==> config.mk <==
export PLATFORM = sky130hd
export DESIGN_NAME = debug_page_seq_flat
export DESIGN_NICKNAME = d
export VERILOG_FILES = /design/src/rtl/debug_page_seq_pkg.sv /design/src/rtl/debug_page_seq_if.sv /design/src/rtl/debug_page_seq_key_debounce.sv /design/src/rtl/debug_page_seq.sv /design/src/flat_wrapper.sv
export SDC_FILE = /design/constraint.sdc
export NUM_CORES = 1
export LEC_CHECK = 0
export BUFFER_PORTS_ARGS = -buffer_cell sky130_fd_sc_hd__buf_2
export CAP_MARGIN = 10
export CORE_MARGIN = 8
export CORE_UTILIZATION = 24
export CTS_CLUSTER_DIAMETER = 40
export DETAILED_ROUTE_END_ITERATION = 10
export HOLD_SLACK_MARGIN = 0.06
export PLACE_DENSITY = 0.48
export SYNTH_ARGS = -nofsm -noshare
export SYNTH_HDL_FRONTEND = slang
export SYNTH_HIERARCHICAL = 1
export SYNTH_SLANG_ARGS = --single-unit
export TNS_END_PERCENT = 30
==> constraint.sdc <==
create_clock -name clk -period 3.6 [get_ports clk]
set_clock_uncertainty 0.2 [all_clocks]
set_input_delay 0.72 -clock clk [delete_from_list [all_inputs] [get_ports clk]]
set_output_delay 0.72 -clock clk [all_outputs]
set_load 0.03 [all_outputs]
==> src/rtl/debug_page_seq_pkg.sv <==
// Shared types and display character codes for the debug page sequencer.
// Digit codes: 0-15 hex value, 65-84 ASCII letter, 127 blank.
package dbg_disp_pkg;

  typedef enum logic [2:0] {
    P_CC = 3'd0,
    P_PC = 3'd1,
    P_AD = 3'd2,
    P_IN = 3'd3,
    P_ST = 3'd4,
    P_OP = 3'd5
  } page_t;

  localparam logic [7:0] CH_A     = 8'd65;
  localparam logic [7:0] CH_C     = 8'd67;
  localparam logic [7:0] CH_D     = 8'd68;
  localparam logic [7:0] CH_I     = 8'd73;
  localparam logic [7:0] CH_N     = 8'd78;
  localparam logic [7:0] CH_O     = 8'd79;
  localparam logic [7:0] CH_P     = 8'd80;
  localparam logic [7:0] CH_S     = 8'd83;
  localparam logic [7:0] CH_T     = 8'd84;
  localparam logic [7:0] CH_BLANK = 8'd127;

  typedef struct packed {
    logic [15:0] cc;
    logic [15:0] pc;
    logic [15:0] ad;
    logic [7:0]  ir;
    logic [3:0]  st;
    logic [7:0]  op;
  } snap_t;

  // Two-letter label for the left digit pair; unknown pages show blanks.
  function automatic logic [1:0][7:0] page_label(page_t p);
    case (p)
      P_CC:    page_label = {CH_C, CH_C};
      P_PC:    page_label = {CH_P, CH_C};
      P_AD:    page_label = {CH_A, CH_D};
      P_IN:    page_label = {CH_I, CH_N};
      P_ST:    page_label = {CH_S, CH_T};
      P_OP:    page_label = {CH_O, CH_P};
      default: page_label = {CH_BLANK, CH_BLANK};
    endcase
  endfunction

endpackage

==> src/rtl/debug_page_seq_if.sv <==
// Bundle of CPU debug inputs, key/hold controls and display outputs.
interface debug_page_seq_if;
  logic             key_n;
  logic             hold;
  logic [15:0]      cc;
  logic [15:0]      pc;
  logic [15:0]      ad;
  logic [7:0]       ir;
  logic [3:0]       st;
  logic [7:0]       op;
  logic [5:0][7:0]  dig;
  logic [2:0]       page;

  modport master (output key_n, hold, cc, pc, ad, ir, st, op, input dig, page);
  modport slave  (input key_n, hold, cc, pc, ad, ir, st, op, output dig, page);
endinterface

==> src/rtl/debug_page_seq_key_debounce.sv <==
// Key conditioning: 2-flop synchronizer, level debounce, press pulse on release->pressed.
module key_debounce #(
  parameter int DB_CYC = 500_000
) (
  input  logic clk,
  input  logic reset,
  input  logic key_n_i,
  output logic press_o
);
  localparam int CW = $clog2(DB_CYC + 1);

  logic [1:0]    sync_q;
  logic          stable_q, stable_d;
  logic [CW-1:0] cnt_q, cnt_d;
  logic          press_q, press_d;
  logic          synced;

  assign synced  = sync_q[1];
  assign press_o = press_q;

  always_comb begin
    // NOTE: every output gets a default first so no path can infer a latch.
    cnt_d    = '0;
    stable_d = stable_q;
    press_d  = 1'b0;
    if (synced != stable_q) begin
      if (cnt_q == CW'(DB_CYC - 1)) begin
        stable_d = synced;
        press_d  = ~synced;
      end else begin
        cnt_d = cnt_q + 1'b1;
      end
    end
  end

  // NOTE: state uses non-blocking assignment so all flops update from pre-edge values.
  always_ff @(posedge clk) begin
    if (reset) begin
      sync_q   <= 2'b11;
      stable_q <= 1'b1;
      cnt_q    <= '0;
      press_q  <= 1'b0;
    end else begin
      sync_q   <= {sync_q[0], key_n_i};
      stable_q <= stable_d;
      cnt_q    <= cnt_d;
      press_q  <= press_d;
    end
  end
endmodule

==> src/rtl/debug_page_seq.sv <==
// Debug display page sequencer: snapshots CPU values, steps pages on key press,
// and emits six digit codes. Optional auto-rotate under DBG_AUTO_ROTATE_EN.
module debug_page_seq
  import dbg_disp_pkg::*;
#(
  parameter int CLK_HZ      = 50_000_000,
  parameter int DEBOUNCE_MS = 10,
  parameter int ROTATE_MS   = 2000
) (
  input  logic              clk,
  input  logic              reset,
  debug_page_seq_if.slave   bus
);
  localparam int DB_CYC = CLK_HZ / 1000 * DEBOUNCE_MS;

  logic            press, advance;
  page_t           page_q, page_d;
  snap_t           snap_q, snap_d;
  logic [5:0][7:0] dig_q, dig_d;

  key_debounce #(.DB_CYC(DB_CYC)) u_key (
    .clk     (clk),
    .reset   (reset),
    .key_n_i (bus.key_n),
    .press_o (press)
  );

`ifdef DBG_AUTO_ROTATE_EN
  localparam int ROT_CYC = CLK_HZ / 1000 * ROTATE_MS;
  localparam int RW      = $clog2(ROT_CYC + 1);

  logic [RW-1:0] rot_q, rot_d;
  logic          tick;

  assign tick    = (rot_q == RW'(ROT_CYC - 1));
  assign rot_d   = (press || tick) ? '0 : rot_q + 1'b1;
  assign advance = press | tick;

  always_ff @(posedge clk) begin
    if (reset) rot_q <= '0;
    else       rot_q <= rot_d;
  end
`else
  assign advance = press;
`endif

  // Hold freezes the snapshot only; page stepping is unaffected.
  always_comb begin
    snap_d = snap_q;
    if (!bus.hold) snap_d = '{cc: bus.cc, pc: bus.pc, ad: bus.ad,
                              ir: bus.ir, st: bus.st, op: bus.op};
  end

  always_comb begin
    page_d = page_q;
    case (page_q)
      P_CC:    if (advance) page_d = P_PC;
      P_PC:    if (advance) page_d = P_AD;
      P_AD:    if (advance) page_d = P_IN;
      P_IN:    if (advance) page_d = P_ST;
      P_ST:    if (advance) page_d = P_OP;
      P_OP:    if (advance) page_d = P_CC;
      default: page_d = P_CC;
    endcase
  end

  always_comb begin
    dig_d      = {6{CH_BLANK}};
    dig_d[5:4] = page_label(page_q);
    case (page_q)
      P_CC: for (int i = 0; i < 4; i++) dig_d[i] = {4'h0, snap_q.cc[4*i +: 4]};
      P_PC: for (int i = 0; i < 4; i++) dig_d[i] = {4'h0, snap_q.pc[4*i +: 4]};
      P_AD: for (int i = 0; i < 4; i++) dig_d[i] = {4'h0, snap_q.ad[4*i +: 4]};
      P_IN: for (int i = 0; i < 2; i++) dig_d[i] = {4'h0, snap_q.ir[4*i +: 4]};
      P_OP: for (int i = 0; i < 2; i++) dig_d[i] = {4'h0, snap_q.op[4*i +: 4]};
      P_ST: dig_d[0] = {4'h0, snap_q.st};
      default: ;
    endcase
  end

  always_ff @(posedge clk) begin
    if (reset) begin
      page_q <= P_CC;
      snap_q <= '0;
      dig_q  <= {6{CH_BLANK}};
    end else begin
      page_q <= page_d;
      snap_q <= snap_d;
      dig_q  <= dig_d;
    end
  end

  assign bus.dig  = dig_q;
  assign bus.page = page_q;
endmodule
==> src/flat_wrapper.sv <==
// flat-port wrapper written by rule: the top's interface ports become plain ports
module debug_page_seq_flat import dbg_disp_pkg::*;
#(
  parameter int CLK_HZ      = 50_000_000,
  parameter int DEBOUNCE_MS = 10,
  parameter int ROTATE_MS   = 2000
)
  (clk, reset, bus_key_n, bus_hold, bus_cc, bus_pc, bus_ad, bus_ir, bus_st, bus_op, bus_dig, bus_page);
  debug_page_seq_if bus_i ();
  input  logic clk;
  input  logic reset;
  input wire logic [$bits(bus_i.key_n)-1:0] bus_key_n;
  input wire logic [$bits(bus_i.hold)-1:0] bus_hold;
  input wire logic [$bits(bus_i.cc)-1:0] bus_cc;
  input wire logic [$bits(bus_i.pc)-1:0] bus_pc;
  input wire logic [$bits(bus_i.ad)-1:0] bus_ad;
  input wire logic [$bits(bus_i.ir)-1:0] bus_ir;
  input wire logic [$bits(bus_i.st)-1:0] bus_st;
  input wire logic [$bits(bus_i.op)-1:0] bus_op;
  output wire logic [$bits(bus_i.dig)-1:0] bus_dig;
  output wire logic [$bits(bus_i.page)-1:0] bus_page;
  assign bus_i.key_n = bus_key_n;
  assign bus_i.hold = bus_hold;
  assign bus_i.cc = bus_cc;
  assign bus_i.pc = bus_pc;
  assign bus_i.ad = bus_ad;
  assign bus_i.ir = bus_ir;
  assign bus_i.st = bus_st;
  assign bus_i.op = bus_op;
  assign bus_dig = bus_i.dig;
  assign bus_page = bus_i.page;
  debug_page_seq #(.CLK_HZ(CLK_HZ), .DEBOUNCE_MS(DEBOUNCE_MS), .ROTATE_MS(ROTATE_MS)) u_core (.clk(clk), .reset(reset), .bus(bus_i));
endmodule
==> flow_summary.json, run 1 <==
{
  "cts_max_level": 4,
  "criticalPathCategory": "flop to output port",
  "ys_warn_count": 6,
  "fillers": 2144,
  "clockBufferDepth": 2,
  "setup_ws_ns": 1.22,
  "die_w_um": 160,
  "drtPass1Iterations": 4,
  "powerDensity_nw_per_um2": 571,
  "grt_usage_pct": 10.6,
  "max_freq_mhz": 419,
  "drc": 0,
  "status": "finished clean",
  "ant_nets": 0,
  "finalSetupViolations": 0,
  "clock_latency_ns": 0.41,
  "fin_nets": 675,
  "syn_area_sq_um": 4980,
  "area_growth_pct": 27.1,
  "async_flop_share_pct": 0,
  "synth_cells": 507,
  "grt_start_max_net_pins": 63,
  "cts_root_buf": "clkbuf_16",
  "ys_types": 49,
  "start_util_pct": 24.5,
  "viasPerCell": 4.26,
  "clock_sinks": 123,
  "fin_tns_setup_ns": 0,
  "final_area_sq_um": 6330,
  "synth_compound_area_share_pct": 5.73,
  "cts_resized": 0,
  "grt_pass1_wl_mm": 21.4,
  "path_delay_family": "flip-flops",
  "ioPinCount": 123,
  "synthXorXnorAreaFrac_pct": 2.99,
  "synth-edff-count": 0,
  "grt_overflow": 0,
  "synth_top_family_by_area": "multiplexers",
  "critPathBufInv": 1,
  "rsz0062_at_grt": "false",
  "path_max_fanout": 27,
  "muxShareOfSynthArea_pct": 19.4,
  "hp-class": "flop to flop",
  "synth_common_cells": "dfxtp_1 (123), nor2_1 (94), mux2i_1 (78)",
  "critPathSlowestCell": "dfxtp_2",
  "final_hold_viol_count": 0,
  "path_cells": "buf_2",
  "finalMaxSlewViolations": 0,
  "min_period_over_period_pct": 66.2,
  "die_h_um": 160,
  "num_vias": 3771,
  "hpwl_mm": 9.80,
  "yosys.area_share.simple_pct": 15.1,
  "drv_cap": 0,
  "yosysMostFrequentCell": "dfxtp_1",
  "rows": 52,
  "synth_seq_cells": 123,
  "clkTransAtPathRegs_ns": 0.06,
  "detail_route.iter0.violations": 161,
  "relSlewSlack_pct": 57.3,
  "end_kind": "output port",
  "globalplace.congestion": 0.743,
  "synth_fa_ha_area_share_pct": 0.251,
  "finalCriticalPeriod_ns": 2.38,
  "grt_pass1_vias": 3914,
  "max_stage_delay_ns": 0.72,
  "final_core_utilization_pct": 31.2,
  "ys_seq_area_share_pct": 49.4,
  "p_leak_nw": 2.71,
  "placed_area_sq_um": 5680,
  "synth_area_leaders": "dfxtp_1 (49%), mux2i_1 (16%), nor2_1 (7.1%)",
  "required_ns": 2.68,
  "yosys.area.top_type_share_pct": 49.4,
  "wl_per_cell_um": 15.1,
  "port_buffers": 114,
  "post-cts-setup-buffers": 0,
  "crit_path_start_kind": "flop",
  "antenna_cells": 0,
  "hold_buffers": 0,
  "cts_tree": "built",
  "drt_wl_total_mm": 13.4,
  "worst_pin_slew_ns": 0.641,
  "cts_inserted_buffers": 17,
  "crit_arrival_ns": 1.46,
  "yosys.area.top_type": "dfxtp_1",
  "antenna_found_initial": 0,
  "syn_area_per_cell_sq_um": 9.82,
  "irDropWorstVdd_uv": 264,
  "synth_flop_cell": "dfxtp_1",
  "dp_worst_setup_slack_ns": 1.21,
  "drive_gt1_share_pct": 27.8,
  "coreArea_sq_um": 20300,
  "die_area_sq_um": 25600
}
==> logic make-up after synthesis <==
kind of cell / after synthesis
AND/OR/NAND/NOR: 168
flip-flops: 123
multiplexers: 92
buffers and inverters: 60
AO/OA/AOI/OAI: 44
XOR/XNOR: 17
other: 2
adder cells (fa/ha/maj): 1
==> placed cells by master, fill, tap and decap left out, types with 8 or more instances in the layout <==
cell type	instances
mux2i_1	78
clkbuf_16	17
nor2_1	94
dfxtp_1	121
a21oi_1	9
nand2_1	29
buf_2	113
o22ai_1	11
mux2_2	11
conb_1	8
inv_1	8
o21ai_0	11
xnor2_1	14
==> layer usage <==
layer,track usage [%],routed length [um],vias to the layer above
met4,2.80,76,0
li1,-,-,1898
met5,0,0,-
met3,3.91,888,7
met2,16.9,6190,91
met1,13.2,6250,1775
==> through the flow <==
step | instances | hold slack [ns] | power, mW
detailed placement | 853 | 0.209 | 1.78
finish | 885 | 0.223 | 3.62
floorplan | 513 | 0.189 | 1.69
global route | 885 | 0.235 | 3.77
global placement | 853 | 0.209 | 1.78
CTS | 885 | 0.225 | 3.67
==> sequential cells by signal (all words and copies together) (netlist names) <==
name,cells
u_core/bus.dig,29
u_core/u_key/sync_q,2
u_core/snap_q,68
u_core/u_key/press_o,1
u_core/bus.page,3
u_core/u_key/cnt_q,19
u_core/u_key/stable_q,1
==> path summary, 6_finish.rpt <==
kind	from	to	slack [ns]	depth (start not counted)
worst max-delay path	u_core/bus.page[0]	bus_page[0]	1.22	1
worst min-delay path	u_core/u_key/sync_q[0]	u_core/u_key/sync_q[1]	0.22	1
worst max register to register	u_core/u_key/cnt_q[0]	u_core/u_key/cnt_q[2]	1.27	5
worst min register to register	u_core/u_key/sync_q[0]	u_core/u_key/sync_q[1]	0.22	1
==> report_power, final <==
| part | internal, mW | leakage, nW | total [mW] | switching [mW] |
|---|---|---|---|---|
| clock network | 1.26 | 0.309 | 1.87 | 0.606 |
| logic | 0.116 | 1.38 | 0.286 | 0.170 |
| registers | 1.43 | 1.02 | 1.46 | 0.0317 |
| total | 2.81 | 2.71 | 3.62 | 0.808 |
==> layout make-up <==
type	instances	area, sq um	area share [%]
multi-input cells	330	2190	34.7
well taps	270	338	5.34
repair buffers	120	643	10.2
flip-flops and latches	123	2460	38.9
clock inverters	11	191	3.02
clock buffers	21	460	7.28
inverters	10	37.5	0.593
(Power assumes the default switching activity.)
==> run 2: changes to the inputs <==
==> constraint.sdc (replaced) <==
create_clock -name clk -period 2.5 [get_ports clk]
set_clock_uncertainty 0.2 [all_clocks]
set_input_delay 0.5 -clock clk [delete_from_list [all_inputs] [get_ports clk]]
set_output_delay 0.5 -clock clk [all_outputs]
set_load 0.03 [all_outputs]
==> run 2 against run 1 <==
Global-route usage increased by 0.13 points. Setup slack got worse by 1.1 ns. Largest power group unchanged. Combinational power increased by 47%. Largest cell class unchanged. First-iteration DRC count decreased by 21%.
==> flow_summary.json, run 2 (synthesized netlist as in run 1, its figures left out) <==
{
  "status": "finished clean",
  "critPathSlowestCell": "or4b_1",
  "post-cts-setup-buffers": 0,
  "layout_common_cells": "dfxtp_1 (121), buf_2 (113), nor2_1 (94)",
  "clkPwrFrac_pct": 51.6,
  "port_buffers": 114,
  "clkTransAtPathRegs_ns": 0.05,
  "ioPinCount": 123,
  "antenna_found_initial": 2,
  "powerDensity_nw_per_um2": 818,
  "path_max_fanout": 19,
  "final_hold_viol_count": 0,
  "seqPwrFrac_pct": 40.3,
  "required_ns": 2.58,
  "relSlewSlack_pct": 64.6,
  "rows": 52,
  "drtPass1Iterations": 5,
  "min_path_cells": 3,
  "drive_gt1_share_pct": 28.4,
  "num_vias": 3749,
  "multi_input_area_sq_um": 2190,
  "grt_usage_pct": 10.7,
  "critical_path_depth": 4,
  "grtUsageMet3_pct": 4.63,
  "grt_pass1_vias": 3873,
  "pwr-share-comb_pct": 8.1,
  "min_period_over_period_pct": 93.5,
  "r2r_cells": 4,
  "cts_inserted_buffers": 17,
  "worst_pin_slew_ns": 0.528,
  "clock_sinks": 123,
  "fillers": 2146,
  "grt_start_max_net_pins": 37,
  "wl_per_cell_um": 15.2,
  "holdWs_ns": 0.111,
  "largest_reg_flops": 68,
  "fin_nets": 680,
  "start_util_pct": 24.5,
  "cts_tree": "built",
  "grt_use_met2_pct": 16.6,
  "seq_area_sq_um": 2460,
  "path_cells": "or4b_1 -> or4_4 -> o21ai_4 -> nor2_1",
  "max_freq_mhz": 428,
  "internal_power_mw": 4.04,
  "p_leak_nw": 2.74,
  "drc": 0,
  "globalplace.congestion": 0.814,
  "layout_commonest_cell": "dfxtp_1",
  "clockBufferDepth": 2,
  "irDropWorstVdd_uv": 352,
  "final_core_utilization_pct": 31.4,
  "critPathBufInv": 0,
  "finalCriticalPeriod_ns": 2.34,
  "grt_pass1_wl_mm": 21.5,
  "p_sw_share_pct": 22.4,
  "die_w_um": 160,
  "max_stage_delay_ns": 0.55,
  "coreArea_sq_um": 20300,
  "hpwl_mm": 9.97,
  "criticalPathCategory": "flop to flop",
  "clock_latency_ns": 0.42,
  "power.switching_mw": 1.17,
  "antenna_cells": 0,
  "hp-class": "input port to flop",
  "die_h_um": 160,
  "detail_route.iter0.violations": 127,
  "worst-r2r-setup-slack_ns": 0.16,
  "grt_busiest_layer": "met2",
  "drv_cap": 0,
  "viasPerCell": 4.21,
  "path_delay_family": "simple AND/OR/NAND/NOR gates",
  "grt.met1_usage_pct": 13.1,
  "rsz0062_at_grt": "false",
  "placed_area_sq_um": 5710,
  "finalMaxSlewViolations": 0,
  "cts_max_level": 4,
  "final_area_sq_um": 6370,
  "drt_wl_total_mm": 13.6,
  "grt_overflow": 0,
  "ant_nets": 0,
  "fin_tns_setup_ns": 0,
  "end_kind": "flop",
  "regMostFlops": "u_core/snap_q",
  "finalSetupViolations": 0,
  "crit_path_start_kind": "flop",
  "crit_arrival_ns": 2.42,
  "area_growth_pct": 27.8,
  "cts_root_buf": "clkbuf_16",
  "die_area_sq_um": 25600
}
[run 2: metal layers]
| layer | vias to the layer above | part of all wire [%] |
|---|---|---|
| met1 | 1728 | 47 |
| met3 | 16 | 6.7 |
| li1 | 1901 | - |
| met2 | 100 | 45 |
| met5 | - | 0.20 |
| met4 | 4 | 1.1 |
[run 2: power by group through the flow]
stage	Sequential [mW]	Clock (mW)	Combinational [mW]
after floorplan	2.18	0	0.243
after global placement	2.14	0	0.418
after detailed placement	2.14	0	0.424
after CTS	2.10	2.76	0.426
after global routing	2.11	2.86	0.459
final	2.10	2.69	0.420
[run 2: path summary, 6_finish.rpt]
| path | from | endpoint |
|---|---|---|
| setup / recovery | u_core/u_key/cnt_q[11] | u_core/u_key/cnt_q[3] |
| hold / removal | bus_cc[12] | u_core/snap_q[64] |
| setup reg to reg | u_core/u_key/cnt_q[11] | u_core/u_key/cnt_q[3] |
| hold reg to reg | u_core/u_key/sync_q[0] | u_core/u_key/sync_q[1] |
[run 2: cell type report]
cell class              count  area share (%)
well taps                 270            5.31
repair buffers            125            10.7
clock inverters            12            3.05
clock buffers              20            7.17
multi-input cells         330            34.4
flip-flops and latches    123            38.7
inverters                  10           0.590
[run 2: worst reg2reg max path, cell delays in order (launching register included)]
cell and delay (ns):
dfxtp_1 0.36, or4b_1 0.55, or4_4 0.52, o21ai_4 0.45, nor2_1 0.12
[run 2: repair_timing]
action	CTS	global route
gates resized for setup	0	0
hold endpoints to repair	1	0
hold buffers	1	0
[run 2: stage by stage]
stage	setup slack, ns	power (mW)	instances
after floorplan	0.381	2.43	513
after global placement	0.262	2.56	857
after detailed placement	0.158	2.57	857
after CTS	0.155	5.29	890
after global routing	0.00260	5.43	890
final	0.163	5.21	890
